## src/rtl/fetch_stage.sv

```systemverilog
// MIPS instruction-fetch stage: owns the PC, drives an imem request/ack
// interface and presents fetched words through an IF/ID register with stall.
module fetch_stage #(
  parameter logic [31:0] RESET_PC = 32'h0000_0000
) (
  input  logic        clk,
  input  logic        rst,
  output logic        imem_req,
  output logic [31:0] imem_addr,
  input  logic        imem_ack,
  input  logic [31:0] imem_rdata,
  input  logic        stall,
  input  logic        branch_taken,
  input  logic [31:0] branch_target,
  input  logic        jump,
  input  logic [31:0] jump_target,
  output logic [31:0] if_instr,
  output logic [31:0] if_pc4,
  output logic        if_valid
);

  typedef enum logic [1:0] {IDLE, FETCH, HELD, DISCARD} state_t;

  state_t      state, state_nxt;
  logic [31:0] pc, fetch_addr, held_instr, held_pc4;
  logic        redirect, accept;
  logic [31:0] target, fetch_pc4;

  assign redirect  = jump | branch_taken;
  assign target    = jump ? jump_target : branch_target;
  assign accept    = !if_valid | !stall;
  assign fetch_pc4 = fetch_addr + 32'd4;
  assign imem_addr = fetch_addr;

  always_ff @(posedge clk or posedge rst) begin
    if (rst) state <= IDLE;
    else     state <= state_nxt;
  end

  always_comb begin
    state_nxt = state;
    case (state)
      IDLE:    state_nxt = FETCH;
      FETCH: begin
        if (imem_ack) begin
          if (!redirect && !accept) state_nxt = HELD;
        end else if (redirect) begin
          state_nxt = DISCARD;
        end
      end
      HELD:    if (redirect || accept) state_nxt = FETCH;
      DISCARD: if (imem_ack) state_nxt = FETCH;
      default: state_nxt = IDLE;
    endcase
  end

  always_comb begin
    imem_req = (state == FETCH) || (state == DISCARD);
  end

  // A redirect clears if_valid and always beats a simultaneous IF/ID load.
  always_ff @(posedge clk or posedge rst) begin
    if (rst) begin
      pc         <= RESET_PC;
      fetch_addr <= RESET_PC;
      if_instr   <= '0;
      if_pc4     <= '0;
      if_valid   <= 1'b0;
      held_instr <= '0;
      held_pc4   <= '0;
    end else begin
      if ((if_valid && !stall) || redirect) if_valid <= 1'b0;
      case (state)
        IDLE: begin
          pc         <= redirect ? target : pc;
          fetch_addr <= redirect ? target : pc;
        end
        FETCH: begin
          if (imem_ack) begin
            if (redirect) begin
              pc         <= target;
              fetch_addr <= target;
            end else if (accept) begin
              if_instr   <= imem_rdata;
              if_pc4     <= fetch_pc4;
              if_valid   <= 1'b1;
              pc         <= fetch_pc4;
              fetch_addr <= fetch_pc4;
            end else begin
              held_instr <= imem_rdata;
              held_pc4   <= fetch_pc4;
              pc         <= fetch_pc4;
            end
          end else if (redirect) begin
            pc <= target;
          end
        end
        HELD: begin
          if (redirect) begin
            pc         <= target;
            fetch_addr <= target;
          end else if (accept) begin
            if_instr   <= held_instr;
            if_pc4     <= held_pc4;
            if_valid   <= 1'b1;
            fetch_addr <= pc;
          end
        end
        DISCARD: begin
          // Outstanding request keeps its address; only the return point moves.
          if (imem_ack) begin
            pc         <= redirect ? target : pc;
            fetch_addr <= redirect ? target : pc;
          end else if (redirect) begin
            pc <= target;
          end
        end
        default: ;
      endcase
    end
  end

endmodule

```

## config.mk

```make
export PLATFORM = sky130hd
export DESIGN_NAME = fetch_stage
export DESIGN_NICKNAME = d
export VERILOG_FILES = /design/src/rtl/fetch_stage.sv
export SDC_FILE = /design/constraint.sdc
export NUM_CORES = 1
export LEC_CHECK = 0
export ABC_AREA = 1
export CORE_ASPECT_RATIO = 2
export CORE_MARGIN = 2
export CORE_UTILIZATION = 47
export DETAILED_ROUTE_END_ITERATION = 8
export GPL_ROUTABILITY_DRIVEN = 0
export PLACE_DENSITY = 0.77
export RECOVER_POWER = 25
export SLEW_MARGIN = 20
export SYNTH_ARGS = -nofsm -noshare
export SYNTH_HDL_FRONTEND = slang
export SYNTH_SLANG_ARGS = --single-unit
```

## constraint.sdc

```tcl
create_clock -name clk -period 6.6 [get_ports clk]
set_clock_uncertainty 0.05 [all_clocks]
set_input_delay 1.32 -clock clk [delete_from_list [all_inputs] [get_ports clk]]
set_output_delay 1.32 -clock clk [all_outputs]
set_load 0.03 [all_outputs]
```

Yosys cells after proc, flatten, opt, wreduce, memory -nomap -nowiden
Index checks and enable logic that the tools add are counted.

Output and inout port bits: 98. Bits of input ports: 102. Logic and storage cells: 77. Register bits: 195.

Muxes and demuxes: 34. Equality and inequality tests: 14. Add/sub/neg operators: 1. Reduce and logical (&&, ||, !) cells: 16. Bitwise operators: 4.

Operators by type and width (number): 32-bit two-way mux (19); 32-bit case mux with 2 select lines (3); 32-bit case mux with 4 select lines (1); 32-bit by 3-bit adder with 32-bit output (second input constant) (1); 2-bit inequality test (second input constant) (7); 3-bit inequality test (second input constant) (4); 4-bit AND reduction (3); 2-bit two-way mux (5); 2-bit case mux with 4 select lines (1); 6-bit AND reduction (1); 2-bit == test (second input constant) (2); 1-bit logical NOT (4); 1-bit two-way mux (4); 1-bit logical OR (3); 3-bit OR reduction (1); 2-bit by 1-bit == test with 1-bit output (second input constant) (1); 1-bit logical AND (2); 2-bit logical NOT (1); 1-bit NOT (2); 1-bit bitwise OR (2); 1-bit case mux with 2 select lines (1); 2-bit nonzero test (1).

Depth between registers and ports, before layout
Gate-level depths: netlist of run 1.

Depth in word-level cells: 8. Mapped depth: 12. Gate-level depth less buffers: 12.

Worst setup path after synthesis of run 1
OpenSTA, ideal clock, no wires.

Path type: register to output. From: register state[1]. To: output imem_req. Cell stages (with the launch flop): 6. Buffers on the path: 1. Data arrival time: 1.210 ns. Data required time: 5.230 ns. Path slack: 4.020 ns. Cell sequence: dfrtp_1 -> inv_1 -> ha_1 -> inv_2 -> clkbuf_1 -> nand2_1.

Word-level cells in the longest chain between the ends: 2. Elaborated cells between the ends (all ways): 3. Those cells by class: eq/ne (2); reduce/logical (1).

RTL lines: start: declaration (line 24) `state_t state, state_nxt;`; start signal: assignment (line 37) `else state <= state_nxt;`; 2-bit by 1-bit == test with 1-bit output or 2-bit == test (tied branches) (line 58) `imem_req = (state == FETCH) || (state == DISCARD);`; 1-bit logical OR (*) (line 58); end: declaration (line 8) `output logic imem_req,`.

Mark *: on every way between the ends. The rest lies on a longest branch, timed or not.

Worst setup path in the final report of run 1
Ends and elaborated chain as after synthesis.

==> summary.txt, run 1 <==
Clock network
  – # hold bufs at CTS: 0
  – Post-CTS resize count: 0
  – Post CTS Setup Buffer Count: 0
  – TritonCTS clock tree: done
  – Clock buffer depth: 2
  – TritonCTS Buffers: 17
  – Clk_lat worst skew: 0.44 ns
  – Root Buffer: clkbuf_16
  – CTS H-tree lvls: 4
  – Clock-pin slew on the worst setup and hold paths: 0.07 ns
  – Clk sink count: 195

Power and ir drop
  – Logic pwr share: 0.461
  – Register share of total power: 0.359
  – Total power: 5.85 mW
  – Maximum VDD drop: 277 uV
  – Internal Power: 3.26 mW
  – Switching power: 2.59 mW
  – Leakage: 5.86 nW
  – Clock Power Share: 0.180
  – Pwr Density: 461 nW/um^2
  – Sw Share: 0.443

Yosys
  – #FFs+latches synth: 195
  – Primary FF master, synth: dfrtp_1
  – Leading area contributor after synthesis: dfrtp_1
  – Top cell type's share of synthesized area: 0.489
  – Synth Instances: 1334
  – Ranking of synthesized cells by area: dfrtp_1, nand2_1, nor2_1
  – Most common cell in the synthesized netlist: nand2_1
  – Number of flops mapped to enable cells by yosys: 0
  – Commonest cells post-synth: nand2_1, dfrtp_1, nor2_1, o21ai_0, a21oi_1
  – Sequential share of the synthesized area: 0.489
  – Async set or reset register ratio after synthesis: 1.00
  – Net Count, Synth: 1441
  – Ys Warns: 0
  – Cell variety after synth: 37
  – Syn Area/Cell: 7.48 sq um
  – Mapped Area: 9980 sq um

Worst setup path
  – Critical Path Source Type: flip-flop
  – Critical Path Sink Type: output port
  – Critical setup path kind: reg -> out
  – Crit path max fanout: 41
  – R2R Setup Slk: 2.95 ns
  – CP arrival: 2.84 ns
  – Critical Path RT: 5.23 ns

Floorplanning
  – Die area: 22500 sq um
  – Core area: 20900 sq um
  – Row count: 75
  – I/O pins: 200
  – Die Wd: 107 microns
  – Die H: 210 microns
  – Initial Util: 0.477

STA
  – Relative slew slack: -0.706
  – Hold Slack: 0.422 ns
  – Measured slew at the worst slew-check pin: 2.56 ns
  – Setup TNS: 0 ns
  – Pins Over Slew Limit: 99
  – Period utilization: 0.638
  – Period minus WS final: 4.21 ns
  – Highest clock rate: 238 MHz
  – Unrepaired setup endpoints after global routing: no
  – Endpoints failing setup: 0
  – Final Hold Fails: 0

GRT
  – Grt total ovfl: 0
  – Vias in the first global route: 9088
  – Gr usage total: 0.252
  – Antenna violations before repair: 1
  – Largest net degree at the start of global routing: 196
  – First-pass GRT wire length: 45.3 mm

Finish
  – Fin util: 0.606
  – Filler cells: 1866
  – P&R area growth vs syn: 27.1%
  – Register area: 4880 sq um
  – Nets: 1594
  – Share of cells above drive strength 1: 0.0467
  – Multi-input gate area: 4570 sq um

Placed design
  – Port bufs: 199
  – Hpwl dp: 19.1 mm

Route
  – Vias: 9510
  – Pre-Repair DR Iteration Count: 5
  – Drt drc: 0
  – Total Routed Length: 28.0 mm
  – Starting DRT DRC Count: 577
  – Routed length per placed instance: 15.8 microns
  – Vias per cell: 5.37
  – Routed Antenna Nets: 0

Run status
  – Status: finished, violations left
  – Failing checks: max-capacitance violations, max-slew violations

Worst hold path
  – HP Class: reg -> reg

Job
  – Max_cap viols: 1
==> cell type report <==
class | count | share of cell area
sequential | 195 | 0.385
multi-input combinational | 1014 | 0.360
timing repair buffer | 211 | 0.167
clock buffer | 18 | 0.0338
tap | 269 | 0.0265
inverter | 48 | 0.0147
clock inverter | 14 | 0.0130
antenna | 1 | 0.000197
==> power by group through the flow <==
stage               sequential (mW)  clock [mW]  combinational [mW]
global placement               2.10           0                2.63
floorplan                      2.57           0                1.14
detailed placement             2.11           0                2.68
CTS                            2.09        1.07                2.69
global route                   2.16        1.11                2.93
finish                         2.10        1.05                2.69
==> metal layers <==
metal / up-vias / global-route usage / wire (microns)
li1: 4614 / - / -
met1: 4409 / 0.303 / 10600
met2: 413 / 0.430 / 14500
met3: 74 / 0.0340 / 1610
met4: 0 / 0.139 / 1280
met5: - / 0 / 0
==> registers in the layout (all words and copies together), names as in the netlist <==
signal,flops
held_instr,32
held_pc4,32
if_instr,32
if_pc4,32
imem_addr,32
pc,32
state,2
if_valid,1
==> worst max-delay path, stage by stage (launching register included) <==
cell             delay [ns]
dfrtp_1                0.42
inv_1                  0.09
ha_1                   0.19
buf_4                  0.26
inv_2                  0.63
nand2_1                0.14
clkdlybuf4s50_1        0.64
==> placed cells by master, fill, tap and decap left out, types with 2 or more instances in the layout <==
| master | netlist | final |
|---|---|---|
| a21boi_0 | 9 | 9 |
| a21oi_1 | 78 | 78 |
| a22oi_1 | 2 | 2 |
| a31oi_1 | 58 | 58 |
| buf_16 | 0 | 2 |
| buf_4 | 3 | 9 |
| clkbuf_16 | 0 | 17 |
| clkdlybuf4s50_1 | 0 | 198 |
| clkinv_8 | 0 | 2 |
| dfrtp_1 | 195 | 195 |
| ha_1 | 5 | 4 |
| inv_1 | 40 | 38 |
| inv_2 | 6 | 7 |
| inv_6 | 0 | 5 |
| inv_8 | 0 | 4 |
| nand2_1 | 497 | 497 |
| nand2_2 | 2 | 2 |
| nand3_1 | 31 | 31 |
| nand3b_1 | 10 | 10 |
| nor2_1 | 179 | 179 |
| nor2_2 | 5 | 4 |
| nor2_4 | 6 | 7 |
| nor3_1 | 9 | 9 |
| o211ai_1 | 2 | 2 |
| o21a_1 | 6 | 6 |
| o21ai_0 | 88 | 88 |
| o21ai_1 | 8 | 8 |
| xor2_1 | 10 | 10 |
==> kinds of logic (layout without fill, tap and decap cells) <==
| family | Yosys count | in the layout | synth area share |
|---|---|---|---|
| AO/OA/AOI/OAI | 253 | 253 | 0.141 |
| XOR/XNOR | 12 | 12 | 0.0113 |
| adder cells (fa/ha/maj) | 5 | 5 | 0.00627 |
| buffers and inverters | 125 | 291 | 0.0546 |
| flip-flops | 195 | 195 | 0.489 |
| multiplexers | 1 | 1 | 0.00100 |
| other | 0 | 1 | 0 |
| AND/OR/NAND/NOR | 743 | 743 | 0.297 |
==> stage by stage <==
step	area, sq um	cells	setup WS [ns]
floorplan	9990	1334	2.71
global placement	12000	1735	2.26
detailed placement	12000	1735	2.22
CTS	12600	1767	2.39
global route	12700	1770	2.28
finish	12700	1770	2.39
==> worst paths after layout <==
kind,start,endpoint,cells past startpoint
max,state[1],imem_req,6
min,held_pc4[6],held_pc4[6],2
max reg2reg,state[1],if_pc4[5],12
min reg2reg,held_pc4[6],held_pc4[6],2
max in group asynchronous,rst,imem_addr[23],3
min in group asynchronous,rst,if_instr[28],3
Note: power is estimated with default switching activity, not from simulation.
==> run 2, diff against run 1 <==
CORE_UTILIZATION = 52   (was 47)
PLACE_DENSITY = 0.81   (was 0.77)
clock period = 4.1 ns   (was 6.6 ns; I/O delays follow)
==> run 2 against run 1 <==
  * The run still ends with max-capacitance violations, max-slew violations left
  * Global-route usage grew 2.5 points
  * First-iteration DRC count grew 11%
  * Power grew 59%
  * Combinational power grew 61%
  * Worst hold slack lost 0.0018 ns
  * Register-to-register slack lost 1.5 ns
  * Sequential cell count is the same
  * Clock power grew 54%
  * Highest routed layer unchanged
  * Non-clock buffer count grew 2
  * Final cell count shrank 0.85%
  * Critical path depth is the same
  * Die area shrank 9.4%
==> summary.txt, run 2 (synthesized netlist as in run 1, its figures left out) <==
Worst setup path
  – Worst flop-to-flop path endpoint: imem_addr[18]
  – CP arrival: 2.37 ns
  – Crit path max fanout: 41
  – Critical Path Source Type: flip-flop
  – Critical Path RT: 3.23 ns
  – Largest stage delay, worst path: 0.63 ns
  – CP cell instances: inv_1, ha_1, inv_2, buf_4, nand2_1, clkdlybuf4s50_1
  – Critical-path top delay cell: clkdlybuf4s50_1
  – Worst R2R Path Depth: 11
  – Critical R2R Launch: state[1]
  – CP Buf/Inv Count: 4
  – Critical Path Sink Type: output port
  – Critical setup path kind: reg -> out
  – R2R Setup Slk: 1.49 ns
  – CP delay by family, top: buffers and inverters

Worst hold path
  – HP Class: reg -> reg
  – Hold Path End: held_instr[9]
  – Hold Path Origin: held_instr[9]
  – Worst hold stages: 2

Run status
  – Status: finished, violations left
  – Failing checks: max-capacitance violations, max-slew violations

Route
  – Vias per cell: 5.46
  – Vias: 9575
  – Total Routed Length: 27.4 mm
  – Routed Antenna Nets: 0
  – Routed length per placed instance: 15.6 microns
  – Drt drc: 0
  – Starting DRT DRC Count: 643
  – Pre-Repair DR Iteration Count: 8

Finish
  – Most frequent cells in the layout: nand2_1, clkdlybuf4s50_1, dfrtp_1
  – Commonest non-fill, non-tap cell in the layout: nand2_1
  – P&R area growth vs syn: 26.5%
  – Nets: 1596
  – N_diodes: 0
  – Share of cells above drive strength 1: 0.0467

Clock network
  – Clock buffer depth: 2
  – Clk sink count: 195
  – Root Buffer: clkbuf_16
  – TritonCTS clock tree: done
  – Clock-pin slew on the worst setup and hold paths: 0.07 ns
  – CTS H-tree lvls: 4
  – Post CTS Setup Buffer Count: 0
  – # hold bufs at CTS: 0
  – Clk_lat worst skew: 0.44 ns
  – Post-CTS resize count: 0
  – TritonCTS Buffers: 17

GRT
  – Vias in the first global route: 9191
  – Gr usage total: 0.277
  – First-pass GRT wire length: 44.8 mm
  – Grt total ovfl: 0
  – Largest net degree at the start of global routing: 196
  – Antenna violations before repair: 0

Job
  – Max_cap viols: 1

STA
  – Relative slew slack: -0.407
  – Period minus WS final: 3.24 ns
  – Hold Slack: 0.420 ns
  – Endpoints failing setup: 0
  – Highest clock rate: 309 MHz
  – Pins Over Slew Limit: 83
  – Final Hold Fails: 0
  – Period utilization: 0.789
  – Setup TNS: 0 ns
  – Measured slew at the worst slew-check pin: 2.11 ns
  – Unrepaired setup endpoints after global routing: no

Power and ir drop
  – Maximum VDD drop: 443 uV
  – Pwr Density: 737 nW/um^2
  – Leakage: 5.84 nW
  – Total power: 9.31 mW

Floorplanning
  – Core area: 18800 sq um
  – Die area: 20400 sq um
  – Die Wd: 102 microns
  – Die H: 200 microns
  – I/O pins: 200
  – Initial Util: 0.530
  – Row count: 71

Placed design
  – Port bufs: 199
  – Hpwl dp: 18.7 mm
run 2: changes by cell type in the layout (fill, tap and decap cells not counted):
| cell | before | now |
|---|---|---|
| diode_2 | 1 | 0 |
| inv_8 | 4 | 3 |
| inv_6 | 5 | 3 |
| buf_4 | 9 | 11 |
| buf_16 | 2 | 1 |
| clkinv_8 | 2 | 0 |
| buf_12 | 0 | 1 |
| clkinvlp_4 | 1 | 4 |
run 2: how the worst max path moves through the flow:
stage                   from             to  slack [ns]  depth (start not counted)
floorplan                rst  held_instr[0]        0.71                          1
global placement        jump  imem_addr[12]        1.04                         10
detailed placement      jump   imem_addr[0]        0.92                         10
CTS                 state[1]       imem_req        0.85                          6
global route             rst  imem_addr[24]        0.66                          4
finish              state[1]       imem_req        0.86                          6
run 2: cell type report:
type / count / area, sq um
Timing Repair Buffer: 213 / 2130
Inverter: 48 / 186
Clock inverter: 12 / 126
Fill cell: 1600 / 6200
Multi-Input combinational cell: 1014 / 4570
Tap cell: 255 / 319
Sequential cell: 195 / 4880
Clock buffer: 18 / 429
run 2: metal layers:
metal  wire [microns]  vias to the layer above  track usage
met3             1430                       58       0.0348
met2            14400                      393        0.485
li1                 -                     4615            -
met4              895                        0        0.116
met5                0                        -            0
met1            10700                     4509        0.340
run 2: worst reg2reg max path: stages (launching register included):
cell and delay [ns]:
dfrtp_1 0.42, inv_1 0.09, ha_1 0.21, inv_2 0.05
buf_4 0.38, nor2_1 0.16, nor2_1 0.24, o211ai_4 0.22
inv_2 0.35, o21ai_0 0.16, a21oi_1 0.14, nor2_1 0.05
run 2: power breakdown:
part	internal [mW]	leakage (nW)	switching (mW)
clock network	0.849	0.265	0.774
logic	1.65	3.22	2.69
registers	2.73	2.35	0.628
total	5.22	5.84	4.09
run 2: stage by stage:
stage	instance area [sq um]	util	std cells	setup slack [ns]
6_report	12600	0.671	1755	0.864
5_1_grt	12600	0.671	1755	0.658
4_1_cts	12600	0.670	1754	0.851
3_5_place_dp	12100	0.641	1724	0.922
3_3_place_gp	12100	0.641	1724	1.04
2_1_floorplan	9990	-	1334	0.712
==> run 3, diff against run 2 <==
clock period = 3 ns   (was 4.1 ns; I/O delays follow)
==> run 3 against run 2 <==
  * The run now ends clean
  * Wire length increased by 0.30%
  * Largest power group unchanged
  * Sequential cell count stayed put
  * Highest routed layer unchanged
  * Sequential power is 37% higher
  * Non-clock buffer count rose by 3
  * Final cell count increased by 0.28%
  * Register-to-register slack worse by 0.94 ns
==> summary.txt, run 3 (synthesized netlist as in run 1, its figures left out) <==
Run status
  – Status: finished, final reports clean

Worst setup path
  – CP delay by family, top: buffers and inverters
  – Crit path max fanout: 18
  – Setup crit start: state[1]
  – Critical Path Sink Type: output port
  – CP cell instances: inv_1, ha_1, inv_2, nand2_1, buf_4
  – CP Buf/Inv Count: 3
  – Critical setup path kind: reg -> out
  – Critical R2R Launch: state[1]
  – Critical-path top delay cell: dfrtp_1
  – Largest stage delay, worst path: 0.43 ns
  – Critical Path RT: 2.35 ns
  – Critical Path Source Type: flip-flop
  – CP arrival: 1.86 ns

Finish
  – P&R area growth vs syn: 27.6%
  – Multi-input gate area: 4570 sq um
  – Commonest non-fill, non-tap cell in the layout: nand2_1
  – Nets: 1599
  – Register area: 4880 sq um
  – Share of cells above drive strength 1: 0.0512
  – Most frequent cells in the layout: nand2_1, clkdlybuf4s50_1, dfrtp_1
  – Fin area: 12700 sq um
  – Fin util: 0.676
  – Filler cells: 1573
  – Final instance count without filler cells: 1760
  – N_diodes: 0

STA
  – Period minus WS final: 2.51 ns
  – Relative slew slack: 0.392
  – Period utilization: 0.836
  – Final Hold Fails: 0
  – Pins Over Slew Limit: 0
  – Final setup margin: 0.492 ns
  – Measured slew at the worst slew-check pin: 0.907 ns
  – Highest clock rate: 399 MHz
  – Hold Slack: 0.422 ns
  – Unrepaired setup endpoints after global routing: no
  – Setup TNS: 0 ns
  – Endpoints failing setup: 0

Worst hold path
  – HP Class: reg -> reg
  – Hold Path Origin: held_pc4[6]

Placed design
  – Placed cells: 1728
  – Port bufs: 199
  – Hpwl dp: 19.2 mm
  – Setup slack at placement: 0.344 ns
  – Dpl cell area: 12100 sq um

Clock network
  – TritonCTS Buffers: 17
  – Post-CTS resize count: 0
  – Post CTS Setup Buffer Count: 0
  – Clk sink count: 195
  – # hold bufs at CTS: 0
  – Clk_lat worst skew: 0.44 ns
  – CTS H-tree lvls: 4
  – Clock buffer depth: 2
  – TritonCTS clock tree: done
  – Root Buffer: clkbuf_16
  – Clock-pin slew on the worst setup and hold paths: 0.08 ns

Route
  – Total Routed Length: 27.5 mm
  – Routed length per placed instance: 15.6 microns
  – Drt drc: 0
  – Pre-Repair DR Iteration Count: 5
  – Starting DRT DRC Count: 573
  – Vias: 9576
  – Vias per cell: 5.44
  – Routed Antenna Nets: 0

GRT
  – Grt total ovfl: 0
  – Antenna violations before repair: 0
  – Vias in the first global route: 9004
  – Gr usage total: 0.274
  – Largest net degree at the start of global routing: 98
  – First-pass GRT wire length: 44.1 mm

Power and ir drop
  – Maximum VDD drop: 468 uV
  – Pwr Density: 1020 nW/um^2
  – Leakage: 5.90 nW
  – Total power: 12.9 mW

Floorplanning
  – Die H: 200 microns
  – Die Wd: 102 microns
  – Die area: 20400 sq um
  – Row count: 71
  – I/O pins: 200
  – Core area: 18800 sq um
  – Initial Util: 0.530

Job
  – Max_cap viols: 0
-- run 3: cell types whose count changed in the layout (fill, tap and decap cells not counted), sizes merged --
cell and delta:
bufinv +1, buf +3, clkinv +2, clkinvlp -3, clkbuf +1, clkdlybuf4s50 -1, inv +2
-- run 3: power by group --
group / total, mW / leakage, nW / switching, mW / internal, mW
clock network: 2.42 / 0.308 / 1.12 / 1.30
registers: 4.61 / 2.35 / 0.882 / 3.73
logic: 5.92 / 3.24 / 3.66 / 2.26
-- run 3: tightest hold or removal path: cells and delay by family, from the launching register on --
family / cells / cell delay [ns]
flops: 1 / 0.35
simple gates: 2 / 0.10
-- run 3: cell type report --
class	instances	area share
Multi-Input combinational cell	1014	0.358
Sequential cell	195	0.383
Clock inverter	14	0.0145
Clock buffer	18	0.0345
Timing Repair Buffer	216	0.170
Tap cell	255	0.0250
Inverter	48	0.0144
-- run 3: path summary, 6_finish.rpt --
path / slack, ns / to / cells past startpoint
max in group asynchronous: 0.80 / imem_addr[24] / 3
max: 0.49 / imem_req / 5
min in group asynchronous: 0.70 / imem_addr[3] / 2
min: 0.42 / held_pc4[6] / 2
max reg2reg: 0.55 / imem_addr[18] / 9
min reg2reg: 0.42 / held_pc4[6] / 2
-- run 3: per-layer routing --
layer | wire length, microns | vias to the layer above | GRT usage | part of all wire
li1 | - | 4619 | - | -
met1 | 10500 | 4464 | 0.335 | 0.38
met2 | 14400 | 429 | 0.476 | 0.52
met3 | 1590 | 64 | 0.0352 | 0.058
met4 | 969 | 0 | 0.126 | 0.035
met5 | 0 | - | 0 | 0
